`src/rtl/mem_if_pkg.sv`:
```
// Shared types for the memory bus controller: FSM state encoding and RW sense constants.
package mem_if_pkg;

   typedef enum logic [1:0] {
      IDLE,
      WAIT,
      RESP
   } state_e;

   localparam logic RW_READ  = 1'b1;
   localparam logic RW_WRITE = 1'b0;

endpackage

```
`src/rtl/mem_wait_timer.sv`:
```
// Counts cycles spent waiting for memory; pulses expired on the last allowed wait cycle.
module mem_wait_timer #(
   parameter int unsigned TIMEOUT = 15,
   parameter int unsigned CNT_W   = 8
) (
   input  logic clk,
   input  logic reset,
   input  logic clear,
   input  logic enable,
   output logic expired
);

   localparam logic [CNT_W-1:0] LAST = CNT_W'((TIMEOUT == 0) ? 0 : TIMEOUT - 1);

   logic [CNT_W-1:0] cnt;

   // Holds at all-ones so an unbounded wait (TIMEOUT = 0) never wraps.
   always_ff @(posedge clk) begin
      if (reset || clear) begin
         cnt <= '0;
      end else if (enable && (cnt != '1)) begin
         cnt <= cnt + CNT_W'(1);
      end
   end

   always_comb begin
      expired = (TIMEOUT != 0) && enable && (cnt == LAST);
   end

endmodule

```
`src/rtl/mem_bus_ctrl.sv`:
```
// Handshaked memory-access controller: latches a bus request into MAR/MDR, waits for MFC with
// a bounded timeout, and returns read data plus an error flag.
module mem_bus_ctrl
   import mem_if_pkg::*;
#(
   parameter int unsigned DATA_W  = 16,
   parameter int unsigned ADDR_W  = 16,
   parameter int unsigned TIMEOUT = 15,
   parameter int unsigned CNT_W   = 8
) (
   input  logic              clk,
   input  logic              reset,
   input  logic              req_valid,
   output logic              req_ready,
   input  logic              req_rw,
   input  logic [ADDR_W-1:0] req_addr,
   input  logic [DATA_W-1:0] req_wdata,
   output logic              rsp_valid,
   input  logic              rsp_ack,
   output logic [DATA_W-1:0] rsp_rdata,
   output logic              rsp_err,
   output logic [CNT_W-1:0]  err_count,
   output logic              mem_en,
   output logic              mem_rw,
   output logic [ADDR_W-1:0] mem_addr,
   output logic [DATA_W-1:0] mem_wdata,
   input  logic [DATA_W-1:0] mem_rdata,
   input  logic              mem_mfc
);

   state_e state;
   logic   tmr_clear;
   logic   tmr_enable;
   logic   expired;

   always_comb begin
      tmr_clear  = (state == IDLE);
      tmr_enable = (state == WAIT) && !mem_mfc;
      // Only combinational output; holding off while MFC lingers avoids a stale completion.
      req_ready  = (state == IDLE) && !mem_mfc && !reset;
   end

   mem_wait_timer #(
      .TIMEOUT (TIMEOUT),
      .CNT_W   (CNT_W)
   ) u_timer (
      .clk     (clk),
      .reset   (reset),
      .clear   (tmr_clear),
      .enable  (tmr_enable),
      .expired (expired)
   );

   always_ff @(posedge clk) begin
      if (reset) begin
         state     <= IDLE;
         mem_en    <= 1'b0;
         mem_rw    <= RW_WRITE;
         mem_addr  <= '0;
         mem_wdata <= '0;
         rsp_valid <= 1'b0;
         rsp_rdata <= '0;
         rsp_err   <= 1'b0;
         err_count <= '0;
      end else begin
         case (state)
            IDLE: begin
               if (req_valid && req_ready) begin
                  state     <= WAIT;
                  mem_en    <= 1'b1;
                  mem_rw    <= req_rw;
                  mem_addr  <= req_addr;
                  mem_wdata <= req_wdata;
               end
            end
            WAIT: begin
               // expired already excludes mem_mfc, so a same-cycle MFC completes cleanly.
               if (mem_mfc) begin
                  state     <= RESP;
                  mem_en    <= 1'b0;
                  rsp_valid <= 1'b1;
                  rsp_err   <= 1'b0;
                  rsp_rdata <= (mem_rw == RW_READ) ? mem_rdata : '0;
               end else if (expired) begin
                  state     <= RESP;
                  mem_en    <= 1'b0;
                  rsp_valid <= 1'b1;
                  rsp_err   <= 1'b1;
                  rsp_rdata <= '0;
                  if (err_count != '1) begin
                     err_count <= err_count + CNT_W'(1);
                  end
               end
            end
            RESP: begin
               if (rsp_ack) begin
                  state     <= IDLE;
                  rsp_valid <= 1'b0;
                  rsp_rdata <= '0;
                  rsp_err   <= 1'b0;
               end
            end
            default: begin
               state  <= IDLE;
               mem_en <= 1'b0;
            end
         endcase
      end
   end

endmodule

```
`config.mk`:
```
export PLATFORM = sky130hd
export DESIGN_NAME = mem_bus_ctrl
export DESIGN_NICKNAME = d
export VERILOG_FILES = /design/src/rtl/mem_if_pkg.sv /design/src/rtl/mem_wait_timer.sv /design/src/rtl/mem_bus_ctrl.sv
export SDC_FILE = /design/constraint.sdc
export NUM_CORES = 1
export LEC_CHECK = 0
export ABC_AREA = 1
export BUFFER_PORTS_ARGS = -buffer_cell sky130_fd_sc_hd__clkbuf_2
export CORE_ASPECT_RATIO = 0.6
export CORE_MARGIN = 2
export CORE_UTILIZATION = 30
export DETAILED_ROUTE_END_ITERATION = 7
export PLACE_DENSITY = 0.54
export REMOVE_ABC_BUFFERS = 1
export SLEW_MARGIN = 40
export SYNTH_ARGS = -nofsm -noshare
export SYNTH_HDL_FRONTEND = slang
export SYNTH_SLANG_ARGS = --single-unit
```
`constraint.sdc`:
```
create_clock -name clk -period 3.92 [get_ports clk]
set_clock_uncertainty 0.05 [all_clocks]
set_input_delay 0.196 -clock clk [delete_from_list [all_inputs] [get_ports clk]]
set_output_delay 0.196 -clock clk [all_outputs]
set_load 0.01 [all_outputs]
```
---- Word-level counts from Yosys, hierarchy flattened ----
Cells that the tools add are included.
word-level totals
  bits in registers ....................... 70
  output and inout port bits .............. 61
  word-level logic and storage cells ...... 58
cells by class
  $add $sub $neg .......................... 2
  eq/ne operators ......................... 8
  mux-type cells .......................... 20
  bitwise operators ....................... 2
  reduce and logical (&&, ||, !) cells .... 16
operator list
  operator                                              count
  2-to-1 mux 16 bit                                     4
  case mux 16 bit (2 select lines)                      1
  adder 8 x 1 -> 8 bit (second input constant)          2
  inequality test 8 bit (second input constant)         2
  AND reduction 3 bit                                   3
  equality test 8 x 4 -> 1 bit (second input constant)  1
  2-to-1 mux 2 bit                                      4
  2-to-1 mux 1 bit                                      7
  logical AND 1 bit                                     6
  case mux 2 bit (3 select lines)                       1
  inequality test 2 bit (second input constant)         2
  case mux 1 bit (2 select lines)                       2
  AND reduction 4 bit                                   1
  inequality test 3 bit (second input constant)         1
  case mux 1 bit (3 select lines)                       1
  equality test 2 x 1 -> 1 bit (second input constant)  1
  equality test 2 bit (second input constant)           1
  zero test 1 bit                                       2
  zero test 2 bit                                       1
  NOT 1 bit                                             2
  AND reduction 2 bit                                   1
  nonzero test 2 bit                                    1
  logical OR 1 bit                                      1

---- Logic depth before layout (Yosys ltp) ----
  depth in word-level cells ............... 6
  gate-level depth with buffers ........... 10

---- Hierarchy ----
Synthesis repeated with hierarchy kept, for this count alone.
unflattened totals
  cell total of the unflattened synthesis .. 391
  area total of the unflattened synthesis .. 2917.8 um^2
modules (own cells, without submodules)
  module          instances  cells each  area an instance (um^2)  seq. area each (um^2)
  mem_bus_ctrl    1          320         2457.4                   1241.2
  mem_wait_timer  1          71          460.4                    160.2

---- Worst setup path after synthesis ----
No wires, ideal clock.
  path type ............................... reg2reg
  from .................................... reg u_timer.cnt[0]
  to ...................................... reg rsp_rdata[1]
  arrival ................................. 1366 ps
  data required time ...................... 3800 ps
  path slack .............................. 2434 ps
  stages on the path, launching flop included .. 9
  buffers on the path ..................... 1
  cells stage by stage .................... dfxtp_1 -> inv_1 -> ha_1 -> nand3_1 -> nor2_1 -> o21bai_2 -> buf_2 -> nand3_1 -> a21oi_1
on the way
  longest elaborated chain between the ends .. 4
ends and longest elaborated chain
  item                             line                  RTL
  start, declared                  mem_wait_timer.sv:15  logic [CNT_W-1:0] cnt;
  start signal, assigned           mem_wait_timer.sv:22  cnt <= cnt + CNT_W'(1);
  equality test 8 x 4 -> 1 bit     mem_wait_timer.sv:27  expired = (TIMEOUT != 0) && enable && (cnt == LAST);
  logical AND 1 bit                mem_wait_timer.sv:27
  inequality test 3 bit (no line)  -
  AND reduction 3 bit (no line)    -
  end signal, assigned             mem_bus_ctrl.sv:83    rsp_rdata <= (mem_rw == RW_READ) ? mem_rdata : '0;
  end, declared                    mem_bus_ctrl.sv:20    output logic [DATA_W-1:0] rsp_rdata,
No other way between the ends.
A chain may end at the register's enable or synchronous reset.

---- Worst setup path in the final report ----
  from .................................... reg u_timer.cnt[0]
  to ...................................... reg rsp_rdata[15]
Same word-level chain as after synthesis.

==> metrics <==
f_max=535 MHz; maximum clock path buffer count=2; routed len/inst=approximately 13 um; Final WS setup=roughly 2 ns; CP max FO=19; num rows=27; nets@finish=about 550; antenna violations before repair=0; CTS Hold Bufs=0; YS warnings=0; kind of critical path=reg2reg; Starting Density=0.313; Reg-to-Reg End=rsp_rdata[15]; Place WS=around 2.0 ns; first-pass GRT wire length=between 10 and 15 mm; WP buf/inv=1; total number of vias=approximately 2900; worst reg-to-reg path cell count=8; synthesized area=2920 um^2; CTS tree=built; CP arrival=~2.0 ns; Post-CTS Setup Repair Bufs=0; slowest CP cell=o21bai_2; Final Critical Period=roughly 1.9 ns; gp weighted congestion=0.763; CP max stage delay=0.58 ns; synthesized instance count=~380; CP Launch Type=flip-flop; power per cell area=around 440 nW/um^2; reg2reg setup slack=2.05 ns; hold crit path type=in2reg; Final Cycle Share=0.477; Worst EP required=between 4 and 5 ns; Post-Syn Area per Cell=~7.6 um^2; clock-pin slew on the worst setup and hold paths=around 0.05 ns; RSZ-0062 raised after global routing=false; slew margin rel.=0.508; Vias/cell=roughly 4.6; Hold Path Depth=3; share of cells above drive strength 1=0.281; initial drt markers=around 180; Hold Path Sink=rsp_rdata[0]; Skew-Pair Late Insertion Delay=approximately 0.32 ns; IO Count=roughly 120; CTS root buf=clkbuf_16; Die W=~130 um; largest net degree at the start of global routing=63; Seq/Total Area, Yosys=0.479; post-CTS sizing=0; remaining antenna violation count=0; router iterations before antenna repair=5; die height=between 80 and 90 um; GRT Residual Overflow=0; Area Overhead vs Synth=32.1%; Core Region=9320 um^2; Max Transition Viols Final=0; Max-Cap Viols=0; vias in the first global route=around 2600; diode count=0; most frequent CP cell=nor2_1; Critical Path, Cell by Cell=inv_1 > ha_1 > nand3_1 > nor2_1 > o21bai_2 > nand2_1 > nor2_1 > nor2_1; clk sinks=70; Min-Delay Startpoint=mem_rdata[0]; dpl hpwl=5.56 mm; run status=completed; cell family with most CP delay=compound AO/OA/AOI/OAI gates; Final Routed Wirelength=7.97 mm; Setup Total Neg Slack=0 ns; Total GRT Usage=0.152; Final Hold Fails=0; port bufs=around 110; total CTS buffers=9; FILL cells=just under 1000; # DRC=0; reg-to-reg startpoint=u_timer.cnt[0]; Least-Margin Pin Slew=between 0.7 and 0.8 ns; Critical Path Sink Type=flip-flop; Synth cell types=23; Final setup violation count=0; leakage=~0.0016 uW; H-Tree Depth=3; flops & latches, synth=70; VDD IR max=208 uV; Die ar.=around 11000 um^2
worst register-to-register path, cell delays in order (launching register included):
cell	delay (ns)
dfxtp_1	0.36
inv_1	0.09
ha_1	0.20
nand3_1	0.08
nor2_1	0.07
o21bai_2	0.58
nand2_1	0.17
nor2_1	0.13
nor2_1	0.05
worst max path at each step:
stage                    from             to  slack [ns]  cells after the start
6_report       u_timer.cnt[0]  rsp_rdata[15]        2.05                      8
5_1_grt        u_timer.cnt[0]  rsp_rdata[15]        1.87                      9
4_1_cts        u_timer.cnt[0]  rsp_rdata[15]        2.04                      8
3_5_place_dp   u_timer.cnt[0]  rsp_rdata[15]        2.05                      8
3_3_place_gp   u_timer.cnt[0]  rsp_rdata[15]        2.08                      9
2_1_floorplan        state[1]    mem_addr[0]        1.76                      4
power breakdown:
| group | switching, uW | leakage (uW) | internal (uW) |
|---|---|---|---|
| registers | 9.04 | 0.000566 | 727 |
| logic | 70.1 | 0.000898 | 43.7 |
| clock network | 290 | 0.000157 | 572 |
state kept, by name (all words and copies together), names as in the netlist:
register and flops:
mem_addr 16, u_timer.cnt 8, mem_en 1, mem_wdata 16
state 2, rsp_err 1, mem_rw 1, rsp_valid 1
rsp_rdata 16, err_count 8
synth_stat cells (all sizes together):
cell type   n  area [um^2]
a21oi      64          320
buf         9         82.6
clkbuf     12         45.0
dfxtp      70         1400
ha          3         37.5
inv        21         78.8
nand2      96          368
nand3      58          290
nand3b      1         7.51
nand4       1         6.26
nor2       23         98.8
nor3        1         5.00
nor4        1         21.3
o21ai      11         55.1
o21bai      1         11.3
or2         1         6.26
xnor2       4         35.0
xor2        6         52.6
area by class of cell:
type,count,area [um^2],area share
multi-input combinational,271,1320,0.341
tap,130,163,0.0421
clock buffer,12,246,0.0639
timing repair buffer,116,586,0.152
sequential,70,1400,0.363
inverter,21,78.8,0.0204
clock inverter,4,70.1,0.0182
layer usage:
layer	routed length, um	up-vias	track usage
met2	3240	102	0.224
met3	932	6	0.0833
met1	3760	1264	0.190
met4	48	0	0.0489
met5	0	-	0
li1	-	1478	-
placed cells by master (no fill, tap or decap), types with 3 or more instances in the layout:
| cell | count |
|---|---|
| inv_1 | 19 |
| dfxtp_1 | 70 |
| nand2_1 | 95 |
| ha_1 | 3 |
| a21oi_1 | 64 |
| o21ai_0 | 11 |
| xnor2_1 | 4 |
| nor2_1 | 20 |
| nand3_1 | 58 |
| xor2_1 | 6 |
| clkbuf_2 | 114 |
| clkbuf_16 | 9 |
kinds of logic after synthesis:
group	after synthesis	synth area share
compound gates	76	0.132
xor+xnor	10	0.0300
fa+ha+maj	3	0.0128
buf+inv	42	0.0706
flops	70	0.479
simple gates	182	0.275
through the flow:
stage / utilization / total power (uW) / area, um^2 / hold slack [ns] / cells
3_5_place_dp: 0.380 / 866 / 3540 / 0.388 / 608
2_1_floorplan: - / 794 / 2800 / 0.215 / 362
4_1_cts: 0.414 / 1740 / 3860 / 0.0374 / 624
3_3_place_gp: 0.380 / 864 / 3540 / 0.388 / 608
5_1_grt: 0.414 / 1780 / 3860 / 0.0629 / 624
6_report: 0.414 / 1710 / 3860 / 0.0532 / 624
No activity file was read; power rests on OpenSTA's default activity.
